### config.mk
export PLATFORM = sky130hd
export DESIGN_NAME = conversor_bin_bcd_flat
export DESIGN_NICKNAME = d
export VERILOG_FILES = /design/src/rtl/conversor_bin_bcd_if.sv /design/src/rtl/conversor_bin_bcd.sv /design/src/flat_wrapper.sv
export SDC_FILE = /design/constraint.sdc
export NUM_CORES = 1
export LEC_CHECK = 0
export ABC_CLOCK_PERIOD_IN_PS = 3100
export BUFFER_PORTS_ARGS = -buffer_cell sky130_fd_sc_hd__buf_4
export CORE_MARGIN = 2
export CORE_UTILIZATION = 48
export CTS_CLUSTER_DIAMETER = 50
export DETAILED_ROUTE_END_ITERATION = 7
export PLACE_DENSITY = 0.75
export SETUP_SLACK_MARGIN = 0.02
export SYNTH_ARGS = -nofsm -noshare
export SYNTH_HDL_FRONTEND = slang
export SYNTH_SLANG_ARGS = --single-unit
export TNS_END_PERCENT = 50
### constraint.sdc
create_clock -name clk -period 3.1 [get_ports clk]
set_clock_uncertainty 0.2 [all_clocks]
set_input_delay 0.62 -clock clk [delete_from_list [all_inputs] [get_ports clk]]
set_output_delay 0.62 -clock clk [all_outputs]
set_load 0.05 [all_outputs]
### src/rtl/conversor_bin_bcd_if.sv
// Handshake bundle for the binary-to-decimal converter.
// Input side: in_valid/in_ready carry bin_in and mode_in (0 = 8421 BCD, 1 = Excess-3).
// Output side: out_valid/out_ready carry dec_out (digit k at [4k+3:4k]) and overflow.
interface conversor_bin_bcd_if #(
  parameter int N      = 8,
  parameter int DIGITS = 3
);
  logic                  in_valid;
  logic                  in_ready;
  logic [N-1:0]          bin_in;
  logic                  mode_in;
  logic                  out_valid;
  logic                  out_ready;
  logic [4*DIGITS-1:0]   dec_out;
  logic                  overflow;

  // master = producer of words / consumer of results
  modport master (
    output in_valid, bin_in, mode_in, out_ready,
    input  in_ready, out_valid, dec_out, overflow
  );

  // slave = the converter itself
  modport slave (
    input  in_valid, bin_in, mode_in, out_ready,
    output in_ready, out_valid, dec_out, overflow
  );
endinterface

### src/rtl/conversor_bin_bcd.sv
// Sequential binary-to-decimal converter (double dabble, one bit per clock), BCD or Excess-3 digits.
// Latency: word accepted at edge E, result valid after edge E+N; one word per N+2 cycles.
// Backpressure: result held in DONE until out_ready; in_ready only asserted in IDLE.
// Ports: clk, rst_n (async, active-low), io_bus (slave modport of conversor_bin_bcd_if).
module conversor_bin_bcd #(
  parameter int N      = 8,
  parameter int DIGITS = 3
) (
  input  logic                  clk,
  input  logic                  rst_n,
  conversor_bin_bcd_if.slave    io_bus
);
  localparam int W  = 4 * DIGITS;
  localparam int CW = $clog2(N + 1);

  typedef enum logic [1:0] {IDLE, SHIFT, DONE} state_t;

  state_t          r_state;
  logic [N-1:0]    r_bin;
  logic            r_mode;
  logic [W-1:0]    r_digits;
  logic            r_ovf_acc;
  logic [CW-1:0]   r_cnt;
  logic [W-1:0]    r_dec_out;
  logic            r_overflow;
  logic            r_out_valid;

  logic [W-1:0]    w_adj;
  logic [W-1:0]    w_next;
  logic [W-1:0]    w_enc;
  logic            w_carry;

  always_comb begin
    w_adj = r_digits;
    for (int k = 0; k < DIGITS; k++) begin
      if (r_digits[4*k +: 4] >= 4'd5) begin
        w_adj[4*k +: 4] = r_digits[4*k +: 4] + 4'd3;
      end
    end
    // Top bit of the adjusted top digit leaves the accumulator: that is a
    // decimal carry beyond DIGITS digits, i.e. the value no longer fits.
    w_carry = w_adj[W-1];
    w_next  = {w_adj[W-2:0], r_bin[N-1]};
    w_enc   = w_next;
    if (r_mode) begin
      for (int k = 0; k < DIGITS; k++) begin
        w_enc[4*k +: 4] = w_next[4*k +: 4] + 4'd3;
      end
    end
  end

  always_ff @(posedge clk or negedge rst_n) begin
    if (!rst_n) begin
      r_state     <= IDLE;
      r_bin       <= '0;
      r_mode      <= 1'b0;
      r_digits    <= '0;
      r_ovf_acc   <= 1'b0;
      r_cnt       <= '0;
      r_dec_out   <= '0;
      r_overflow  <= 1'b0;
      r_out_valid <= 1'b0;
    end else begin
      case (r_state)
        IDLE: begin
          if (io_bus.in_valid) begin
            r_bin     <= io_bus.bin_in;
            r_mode    <= io_bus.mode_in;
            r_digits  <= '0;
            r_ovf_acc <= 1'b0;
            r_cnt     <= '0;
            r_state   <= SHIFT;
          end
        end
        SHIFT: begin
          r_digits  <= w_next;
          r_bin     <= r_bin << 1;
          r_ovf_acc <= r_ovf_acc | w_carry;
          r_cnt     <= r_cnt + CW'(1);
          if (r_cnt == CW'(N - 1)) begin
            r_dec_out   <= w_enc;
            r_overflow  <= r_ovf_acc | w_carry;
            r_out_valid <= 1'b1;
            r_state     <= DONE;
          end
        end
        DONE: begin
          if (io_bus.out_ready) begin
            r_out_valid <= 1'b0;
            r_state     <= IDLE;
          end
        end
        default: r_state <= IDLE;
      endcase
    end
  end

  assign io_bus.in_ready  = (r_state == IDLE);
  assign io_bus.out_valid = r_out_valid;
  assign io_bus.dec_out   = r_dec_out;
  assign io_bus.overflow  = r_overflow;
endmodule

### src/flat_wrapper.sv
// flat-port wrapper written by rule: the top's interface ports become plain ports
module conversor_bin_bcd_flat 
#(
  parameter int N      = 8,
  parameter int DIGITS = 3
)
  (clk, rst_n, io_bus_in_valid, io_bus_bin_in, io_bus_mode_in, io_bus_out_ready, io_bus_in_ready, io_bus_out_valid, io_bus_dec_out, io_bus_overflow);
  conversor_bin_bcd_if #(.N(N), .DIGITS(DIGITS)) io_bus_i ();
  input  logic clk;
  input  logic rst_n;
  input wire logic [$bits(io_bus_i.in_valid)-1:0] io_bus_in_valid;
  input wire logic [$bits(io_bus_i.bin_in)-1:0] io_bus_bin_in;
  input wire logic [$bits(io_bus_i.mode_in)-1:0] io_bus_mode_in;
  input wire logic [$bits(io_bus_i.out_ready)-1:0] io_bus_out_ready;
  output wire logic [$bits(io_bus_i.in_ready)-1:0] io_bus_in_ready;
  output wire logic [$bits(io_bus_i.out_valid)-1:0] io_bus_out_valid;
  output wire logic [$bits(io_bus_i.dec_out)-1:0] io_bus_dec_out;
  output wire logic [$bits(io_bus_i.overflow)-1:0] io_bus_overflow;
  assign io_bus_i.in_valid = io_bus_in_valid;
  assign io_bus_i.bin_in = io_bus_bin_in;
  assign io_bus_i.mode_in = io_bus_mode_in;
  assign io_bus_i.out_ready = io_bus_out_ready;
  assign io_bus_in_ready = io_bus_i.in_ready;
  assign io_bus_out_valid = io_bus_i.out_valid;
  assign io_bus_dec_out = io_bus_i.dec_out;
  assign io_bus_overflow = io_bus_i.overflow;
  conversor_bin_bcd #(.N(N), .DIGITS(DIGITS)) u_core (.clk(clk), .rst_n(rst_n), .io_bus(io_bus_i));
endmodule
==> results.md, run 1 <==
* Hold Path Class: in -> async
* Via Count at 1,831
* Placed Instances at 325
* H-tree levels at 2
* Critical Path RT at 3.11 ns
* Final ANT Viol Nets at 0
* Routed WL per cell at 13.6 microns
* Outcome: finished, final reports clean
* RSZ-0062 raised after global routing: no
* Layout area overhead at 13.7%
* Row Count at 24
* Register-to-register setup slack at 0.81 ns
* Warning count from the yosys run at 0
* Wl on met1 at 2120 microns
* IO Count at 28
* Post-synthesis register bit count at 42
* Post-DR vias/cell at 5.52
* R2R depth at 8
* Max Cap Viol at 0
* Period minus WS final at 2.29 ns
* CP Depth at 8
* Ant. Diodes at 0
* Slew of the pin with the lowest slew margin at 0.567 ns
* Fmax at 0.437 GHz
* Asr flop ratio synth at 100%
* Layout cells sized above 1 at 15.0%
* Slew headroom at 62.2%
* Net Count, Synth at 279
* Cell area after synthesis at 2260 sq um
* Die ar. at 5280 sq um
* Crit path to: u_core.io_bus.dec_out[9]
* Worst path arrival time at 2.30 ns
* Register area at 1050 sq um
* Clock buffer depth at 2
* Final WS setup at 0.814 ns
* Routed wire length at 4520 microns
* Post-Synthesis Cells at 257
* Avg Cell Area, Syn at 8.81 sq um
* Worst setup SP type: register
* Largest stage delay, worst path at 0.44 ns
* Core Area at 4440 sq um
* Initial antenna violation count at 0
* Highest metal used: met4
* Max-slew violation count at 0
* Final Cycle Share at 73.7%
* Critical Path Start: u_core.r_digits[8]
* Final #Nets at 302
* Dpl hpwl at 3210 microns
* WL met3 at 180 microns
* Ranking of synthesized cells by area: dfrtp_1 (46%), o21ai_0 (6.0%), nand2_1 (5.6%)
* GRT Util Overall at 19.6%
* Skew-Pair Late Insertion Delay at 0.29 ns
* Hold-fix buffer count after cts at 0
* I/O Buffers at 27
* Worst IR Drop VDD at 0.000518 V
* Wire length on met2 at 2140 microns
* Chip Height at 72.7 microns
* First-pass GRT wire length at 8020 microns
* RR Endpoint: u_core.io_bus.dec_out[9]
* Starting Density at 50.9%
* Place WS at 0.833 ns
* Slowest stage cell on the critical path: dfrtp_1
* Number of fill cells at 410
* CP max FO at 7
* Pwr dens at 1210 nW/um^2
* CP delay by family, top: adder cells
* Fin. Hold Viols at 0
* Top cell by count, worst path: ha_1
* Setup Buffers After CTS at 0
* Vias in the first global route at 1,761
* Synth cell types at 41
* Clk slew on worst S/H paths at 0.08 ns
* Total Neg Setup Slack at 0 ns
* Non-filler instance count after layout at 332
* Final setup viols at 0
* Post-synth EDFFs at 0
* Grt total ovfl at 0
* Iter 0 DRT Violations at 93
* Final GP Congestion at 0.911
* Worst setup EP type: register
* Ordered cell list for the critical path: inv_1 -> ha_1 -> nor2b_1 -> a2bb2oi_1 -> nand2_1 -> ha_1 -> mux2_2 -> o21ai_1
* Cts repair resizes at 0
* Drt first pass iters at 4
* Post-synth top flop: dfrtp_1
* Area occupied by multi-input gates at 1110 sq um
* Cts bufs inserted at 5
* Pin count of the biggest net entering global routing at 43
* Worst r2r src: u_core.r_digits[8]
* CTS tree: done
* Setup CP Type: reg -> reg
* # DRC at 0
* # clock sinks at 42
* Post-synthesis sequential area ratio at 46.4%
* Die X at 72.7 microns
* Synth top area share at 46.4%
* WP buf/inv at 1
* P_leak at 1.18 nW
* Yosys top cell by area: dfrtp_1
* CTS Root Cell: clkbuf_8
[area by class of cell]
class                      instances  area share (%)
clock buffer                       7            2.97
multi-input combinational        190            43.3
tap                               52            2.53
inverter                          11            1.60
sequential                        42            40.8
timing repair buffer              30            8.75
[cells in the mapped netlist, types with 2 or more instances]
cell type and count:
a211o_1 2, a21oi_1 7, a221oi_1 2, a2bb2oi_1 2, clkbuf_1 13, dfrtp_1 42, ha_1 9, inv_1 11
mux2_2 2, nand2_1 34, nand2b_1 5, nand3_1 14, nor2_1 26, nor2b_1 2, nor3_1 4, nor3b_1 2
o211ai_1 3, o21ai_0 27, o21ai_1 12, o22ai_1 7, o31ai_1 3, or3_1 2, xnor2_1 8
[metal layers]
layer	vias up	GRT usage [%]
li1	940	-
met1	845	25.2
met2	38	32.4
met3	8	4.56
met4	0	7.00
met5	-	0
[state kept, by name, summed over array words and instances, names as in the netlist]
register / cells
u_core.io_bus.overflow: 1
u_core.io_bus.dec_out: 12
u_core.r_mode: 1
u_core.r_digits: 12
u_core.r_state: 2
u_core.r_ovf_acc: 1
u_core.r_cnt: 4
u_core.io_bus.out_valid: 1
u_core.r_bin: 8
[cells by family after synthesis]
kind of cell / share of synthesized area, %
adder cells (fa/ha/maj): 4.98
buffers and inverters: 4.31
AND/OR/NAND/NOR: 20.6
AO/OA/AOI/OAI: 18.9
multiplexers: 1.66
flip-flops: 46.4
XOR/XNOR: 3.10
[how the worst min path moves through the flow]
stage / end
final: u_core.io_bus.out_valid
after global placement: u_core.io_bus.overflow
after floorplan: u_core.io_bus.dec_out[0]
after CTS: u_core.io_bus.out_valid
after global routing: u_core.r_state[1]
after detailed placement: u_core.io_bus.overflow
[metrics by stage]
| step | area [sq um] | utilization (%) | total power [W] | hold WS, ns |
|---|---|---|---|---|
| after global placement | 2500 | 56.2 | 0.00277 | 0.252 |
| final | 2570 | 57.9 | 0.00312 | 0.102 |
| after CTS | 2570 | 57.9 | 0.00314 | 0.125 |
| after detailed placement | 2500 | 56.2 | 0.00281 | 0.256 |
| after floorplan | 2260 | - | 0.00239 | 0.124 |
| after global routing | 2570 | 57.9 | 0.00342 | 0.148 |
[cell usage in the layout (no fill, tap or decap), drive strengths merged]
cell type,netlist,final
dfrtp,42,42
o21ai,39,39
nand2,35,35
buf,1,30
nor2,26,26
nand3,14,14
inv,11,11
ha,9,9
xnor2,8,8
a21oi,8,8
o22ai,7,7
clkbuf,13,7
nand2b,6,6
nor3,4,4
o211ai,3,3
o31ai,3,3
mux2,3,3
nor3b,2,2
nor2b,2,2
a2bb2oi,2,2
a211o,2,2
a221oi,2,2
or3,2,2
and2b,1,1
and3b,1,1
a21o,1,1
nand3b,1,1
nand4,1,1
and2,1,1
a32o,1,1
o21ba,1,1
nand4b,1,1
a2111o,1,1
o2111ai,1,1
or2b,1,1
or4,1,1
[power by group]
part           switching, W  leakage, nW  internal (W)
Combinational       0.00106        0.618      0.000689
Sequential         0.000246        0.525      0.000796
Clock              0.000171       0.0383      0.000155
No activity file was read; power rests on OpenSTA's default activity.
==> inputs of run 2 (changes only) <==
--- a/config.mk
+++ b/config.mk
@@ -5,7 +5,8 @@
 export SDC_FILE = /design/constraint.sdc
 export NUM_CORES = 1
 export LEC_CHECK = 0
-export ABC_CLOCK_PERIOD_IN_PS = 3100
+export ABC_AREA = 1
+export ABC_CLOCK_PERIOD_IN_PS = 2200
 export BUFFER_PORTS_ARGS = -buffer_cell sky130_fd_sc_hd__buf_4
 export CORE_MARGIN = 2
 export CORE_UTILIZATION = 48
==> constraint.sdc (replaced) <==
create_clock -name clk -period 2.2 [get_ports clk]
set_clock_uncertainty 0.2 [all_clocks]
set_input_delay 0.44 -clock clk [delete_from_list [all_inputs] [get_ports clk]]
set_output_delay 0.44 -clock clk [all_outputs]
set_load 0.05 [all_outputs]
==> results.md, run 2 <==
* Outcome: finished, final reports clean
* Worst r2r src: u_core.r_digits[8]
* Avg Cell Area, Syn at 8.69 sq um (-1.4%)
* Post-Synthesis Cells at 260 (+1.2%)
* CTS Root Cell: clkbuf_8
* Setup Buffers After CTS at 0 (unchanged)
* Fmax at 0.500 GHz (+14%)
* Worst setup SP type: register
* Total Neg Setup Slack at 0 ns (unchanged)
* Drt first pass iters at 4 (unchanged)
* Routed WL per cell at 13.0 microns (-4.3%)
* # clock sinks at 42 (unchanged)
* Net Count, Synth at 282 (+1.1%)
* Via Count at 1,830 (-0.055%)
* Die X at 72.6 microns (-0.10%)
* Iter 0 DRT Violations at 123 (+32%)
* Final Cycle Share at 90.8% (+17 points)
* Cell area after synthesis at 2260 sq um (-0.22%)
* Post-synthesis register bit count at 42 (unchanged)
* First-pass GRT wire length at 7660 microns (-4.5%)
* Final setup viols at 0 (unchanged)
* Grt total ovfl at 0 (unchanged)
* IO Count at 28 (unchanged)
* Row Count at 24 (unchanged)
* Slew of the pin with the lowest slew margin at 0.527 ns (-0.0393 ns)
* I/O Buffers at 27 (unchanged)
* Asr flop ratio synth at 100% (unchanged)
* Max-slew violation count at 0 (unchanged)
* H-tree levels at 2 (unchanged)
* Slew headroom at 64.8% (+2.6 points)
* Starting Density at 50.8% (-0.11 points)
* CTS tree: done
* Clk slew on worst S/H paths at 0.08 ns (about the same)
* Max Cap Viol at 0 (unchanged)
* Hold wc startpoint: io_bus_out_ready
* Setup CP Type: reg -> reg
* Die ar. at 5270 sq um (-0.21%)
* GRT Util Overall at 18.7% (-0.93 points)
* Final GP Congestion at 0.883 (-3.0%)
* Layout area overhead at 14.8%
* Synth top area share at 46.5% (+0.10 points)
* Ant. Diodes at 0 (unchanged)
* Pin count of the biggest net entering global routing at 43 (unchanged)
* Core Area at 4440 sq um (unchanged)
* Critical Path RT at 2.24 ns (-0.87 ns)
* Skew-Pair Late Insertion Delay at 0.29 ns (about the same)
* Worst setup EP type: register
* Worst path arrival time at 2.03 ns (-0.27 ns)
* Synth cell types at 32 (-22%)
* Post-synth EDFFs at 0 (unchanged)
* Cts bufs inserted at 5 (unchanged)
* Vias in the first global route at 1,712 (-2.8%)
* Post-synthesis sequential area ratio at 46.5% (+0.10 points)
* Final #Nets at 311 (+3.0%)
* Most common cell in the synthesized netlist: nand2_1
* Warning count from the yosys run at 0 (unchanged)
* Period minus WS final at 2.00 ns (-0.287 ns)
* Hold Path Class: in -> reg
* Layout cells sized above 1 at 20.0% (+5.0 points)
* Routed wire length at 4460 microns (-1.4%)
* Clock buffer depth at 2 (unchanged)
* Dpl hpwl at 3070 microns (-4.2%)
* # DRC at 0 (unchanged)
* RSZ-0062 raised after global routing: yes
* Yosys top cell by area: dfrtp_1
* Post-DR vias/cell at 5.35 (-3.0%)
* CP max FO at 4 (-3)
* Critical Path Start: u_core.r_digits[8]
* Chip Height at 72.6 microns (-0.10%)
* Most frequent cells in the layout: nand2_1 (74), dfrtp_1 (42), buf_4 (27), inv_1 (26), nor2_1 (16)
* Synth top cells by count: nand2_1 (74), dfrtp_1 (42), inv_1 (27)
* Initial antenna violation count at 0 (unchanged)
* Post-synth top flop: dfrtp_1
* Ranking of synthesized cells by area: dfrtp_1 (47%), nand2_1 (12%), ha_1 (5.0%)
* Commonest non-fill, non-tap cell in the layout: nand2_1
* Final ANT Viol Nets at 0 (unchanged)
* Fin. Hold Viols at 0 (unchanged)
-- run 2: changes by cell type in the layout (fill, tap and decap cells not counted), sizes merged, moves of 3 or more --
cell,delta
nand2,+42
o21ai,-25
inv,+20
o22ai,+12
nor2,-7
xnor2,-7
nand2b,-6
nand4,+6
a31oi,+4
buf,-3
clkinv,+3
mux2,-3
nor3,-3
o211ai,-3
-- run 2: kinds of logic (layout without fill, tap and decap cells) --
family                     Yosys count  after routing  synth area share (%)
AOI/OAI and AO/OA                   49             49                  15.1
xor gates and xnor gates             1              1                 0.388
adders and majority gates            9              9                  4.99
buffers and inverters               38             68                  8.26
DFF                                 42             42                  46.5
muxes                                1              1                 0.443
and+or+nand+nor                    120            120                  24.3
-- run 2: critical path: stages (launching register included) --
cell,delay (ns)
dfrtp_1,0.41
inv_1,0.11
ha_1,0.17
inv_1,0.06
nand2_1,0.10
nand3_1,0.11
nand2_1,0.07
nand2_1,0.11
ha_1,0.22
nor2_1,0.13
xnor2_1,0.13
nand2_1,0.06
nand2_1,0.06
-- run 2: stage by stage --
stage / util (%) / cells / instance area, sq um / setup slack [ns] / hold WS, ns
2_1_floorplan: - / 260 / 2260 / 0.355 / -0.0556
6_report: 58.4 / 342 / 2590 / 0.201 / 0.131
3_5_place_dp: 55.7 / 333 / 2470 / 0.222 / 0.262
4_1_cts: 58.4 / 342 / 2590 / 0.209 / 0.121
3_3_place_gp: 55.7 / 333 / 2470 / 0.277 / 0.258
5_1_grt: 58.4 / 342 / 2590 / 0.0198 / 0.126
-- run 2: final timing paths --
| kind | slack, ns | to | depth (start not counted) |
|---|---|---|---|
| min in group asynchronous | 0.47 | u_core.r_digits[7] | 2 |
| min | 0.13 | u_core.r_state[1] | 2 |
| max in group asynchronous | 0.97 | u_core.io_bus.dec_out[1] | 2 |
| min reg2reg | 0.28 | u_core.io_bus.dec_out[11] | 2 |
| max reg2reg | 0.20 | u_core.io_bus.dec_out[10] | 12 |
| max | 0.20 | u_core.io_bus.dec_out[10] | 12 |
-- run 2: routing by layer --
layer | global-route usage, % | wire [microns]
met2 | 29.1 | 2070
met5 | 0 | 0
met1 | 26.0 | 2170
met3 | 3.87 | 164
met4 | 6.58 | 55
-- run 2: layout make-up --
type	instances	area, sq um
clock buffer	5	68.8
inverter	32	135
multi-input combinational	180	1020
sequential	42	1050
fill	406	1850
tap	52	65.1
clock inverter	3	40.0
timing repair buffer	28	213
-- run 2: timing repair --
item | 4_1_cts | 5_1_grt
resized for setup | 0 | 1
hold endpoints to repair | 42 | 0
setup endpoints to repair | 0 | 2
hold buffers | 1 | 0
Power of run 2 is left out: the tool's default activity adds up to more than one toggle a clock period on the data nets, which glitch-free logic cannot reach.
==> inputs of run 3 (changes only) <==
--- a/config.mk
+++ b/config.mk
@@ -8,11 +8,11 @@
 export ABC_AREA = 1
 export ABC_CLOCK_PERIOD_IN_PS = 2200
 export BUFFER_PORTS_ARGS = -buffer_cell sky130_fd_sc_hd__buf_4
-export CORE_MARGIN = 2
 export CORE_UTILIZATION = 48
 export CTS_CLUSTER_DIAMETER = 50
 export DETAILED_ROUTE_END_ITERATION = 7
 export PLACE_DENSITY = 0.75
+export REMOVE_ABC_BUFFERS = 1
 export SETUP_SLACK_MARGIN = 0.02
 export SYNTH_ARGS = -nofsm -noshare
 export SYNTH_HDL_FRONTEND = slang
==> results.md, run 3 (synthesis results as in run 2) <==
* Commonest non-fill, non-tap cell in the layout: nand2_1
* # DRC at 0 (unchanged)
* CP max FO at 4 (unchanged)
* Area occupied by multi-input gates at 1020 sq um (unchanged)
* Setup Buffers After CTS at 0 (unchanged)
* Register area at 1050 sq um (unchanged)
* Row Count at 24 (unchanged)
* Routed WL per cell at 13.1 microns (+0.56%)
* Number of fill cells at 382 (-5.9%)
* R2R depth at 9 (-3)
* RR Endpoint: u_core.io_bus.dec_out[5]
* Cts bufs inserted at 5 (unchanged)
* Total Neg Setup Slack at 0 ns (unchanged)
* H-tree levels at 2 (unchanged)
* # clock sinks at 42 (unchanged)
* Final GP Congestion at 0.921 (+4.3%)
* Final ANT Viol Nets at 0 (unchanged)
* Layout cells sized above 1 at 20.1% (+0.069 points)
* Vias in the first global route at 1,858 (+8.5%)
* Clock buffer depth at 2 (unchanged)
* Ant. Diodes at 0 (unchanged)
* Outcome: finished, final reports clean
* Core Area at 4440 sq um (unchanged)
* Grt total ovfl at 0 (unchanged)
* Routed wire length at 4470 microns (+0.27%)
* Final Cycle Share at 91.2% (+0.40 points)
* RSZ-0062 raised after global routing: no
* Die ar. at 4980 sq um (-5.4%)
* Critical Path Start: u_core.r_digits[0]
* Max-slew violation count at 0 (unchanged)
* Period minus WS final at 2.01 ns (+0.00870 ns)
* Pin count of the biggest net entering global routing at 43 (unchanged)
* Worst setup SP type: register
* Via Count at 1,884 (+3.0%)
* Register-to-register setup slack at 0.19 ns (about the same)
* Worst setup EP type: register
* GRT Util Overall at 20.5% (+1.8 points)
* I/O Buffers at 27 (unchanged)
* Die X at 70.6 microns (-2.8%)
* Chip Height at 70.6 microns (-2.8%)
* Critical Path RT at 2.18 ns (-0.06 ns)
* Fmax at 0.498 GHz (-0.43%)
* Dpl hpwl at 3100 microns (+1.0%)
* Slew headroom at 65.5% (+0.65 points)
* Fin. Hold Viols at 0 (unchanged)
* Clk slew on worst S/H paths at 0.08 ns (about the same)
* Hold Path Class: in -> reg
* Crit path to: u_core.io_bus.dec_out[5]
* Starting Density at 50.8% (unchanged)
* Worst path arrival time at 1.99 ns (-0.04 ns)
* Initial antenna violation count at 0 (unchanged)
* Drt first pass iters at 4 (unchanged)
* Iter 0 DRT Violations at 93 (-24%)
* IO Count at 28 (unchanged)
* First-pass GRT wire length at 8020 microns (+4.7%)
* Max Cap Viol at 0 (unchanged)
* Layout area overhead at 15.0%
* Post-DR vias/cell at 5.52 (+3.3%)
* Slew of the pin with the lowest slew margin at 0.518 ns (-0.00970 ns)
* Final setup viols at 0 (unchanged)
* CTS tree: done
* CTS Root Cell: clkbuf_8
* Worst r2r src: u_core.r_digits[0]
* Setup CP Type: reg -> reg
* Most frequent cells in the layout: nand2_1 (74), dfrtp_1 (42), buf_4 (27), inv_1 (25), nor2_1 (16)
* Final #Nets at 311 (unchanged)
* Skew-Pair Late Insertion Delay at 0.29 ns (about the same)
==> run 3: per-layer routing <==
layer,track usage [%],vias to the layer above,wire (microns)
met5,0,-,0
met4,7.33,0,82
met3,4.13,8,187
met2,35.9,51,2170
met1,25.2,895,2030
li1,-,930,-
==> run 3: timing repair <==
item | in CTS | in global routing
hold endpoints to repair | 42 | 0
hold buffers | 1 | 0
resized for setup | 0 | 2
setup endpoints to repair | 0 | 1
==> run 3: how the worst min path moves through the flow <==
stage | to | cells after the start | start | slack [ns]
after floorplan | u_core.io_bus.dec_out[0] | 0 | rst_n | -0.06
after global placement | u_core.r_bin[6] | 1 | rst_n | 0.26
after detailed placement | u_core.r_bin[5] | 1 | rst_n | 0.26
after CTS | u_core.r_state[1] | 2 | io_bus_out_ready | 0.12
after global routing | u_core.r_state[1] | 2 | io_bus_out_ready | 0.13
final | u_core.r_state[1] | 2 | io_bus_out_ready | 0.13
==> run 3: layout make-up <==
cell class                 instances  share of cell area (%)
clock buffer                       6                    3.18
timing repair buffer              28                    8.19
multi-input combinational        180                    39.3
clock inverter                     1                    1.16
inverter                          32                    5.20
tap                               52                    2.50
sequential                        42                    40.5
==> run 3: critical path: stages, from the launching register on <==
cell and delay [ns]:
dfrtp_1 0.40, inv_1 0.11, ha_1 0.22, inv_1 0.05, nand2_1 0.10, nand3_2 0.12, nand2_1 0.13, ha_1 0.32
o21ai_2 0.05, o22a_1 0.19
==> run 3: stage by stage <==
stage | setup slack, ns | cell area (sq um) | hold slack (ns) | instances | utilization, %
3_3_place_gp | 0.252 | 2470 | 0.259 | 333 | 55.7
2_1_floorplan | 0.349 | 2210 | -0.0556 | 254 | -
5_1_grt | 0.0342 | 2600 | 0.126 | 341 | 58.4
6_report | 0.193 | 2600 | 0.129 | 341 | 58.4
4_1_cts | 0.164 | 2600 | 0.120 | 341 | 58.4
3_5_place_dp | 0.199 | 2470 | 0.257 | 333 | 55.7
Power of run 3 is left out for the same reason.
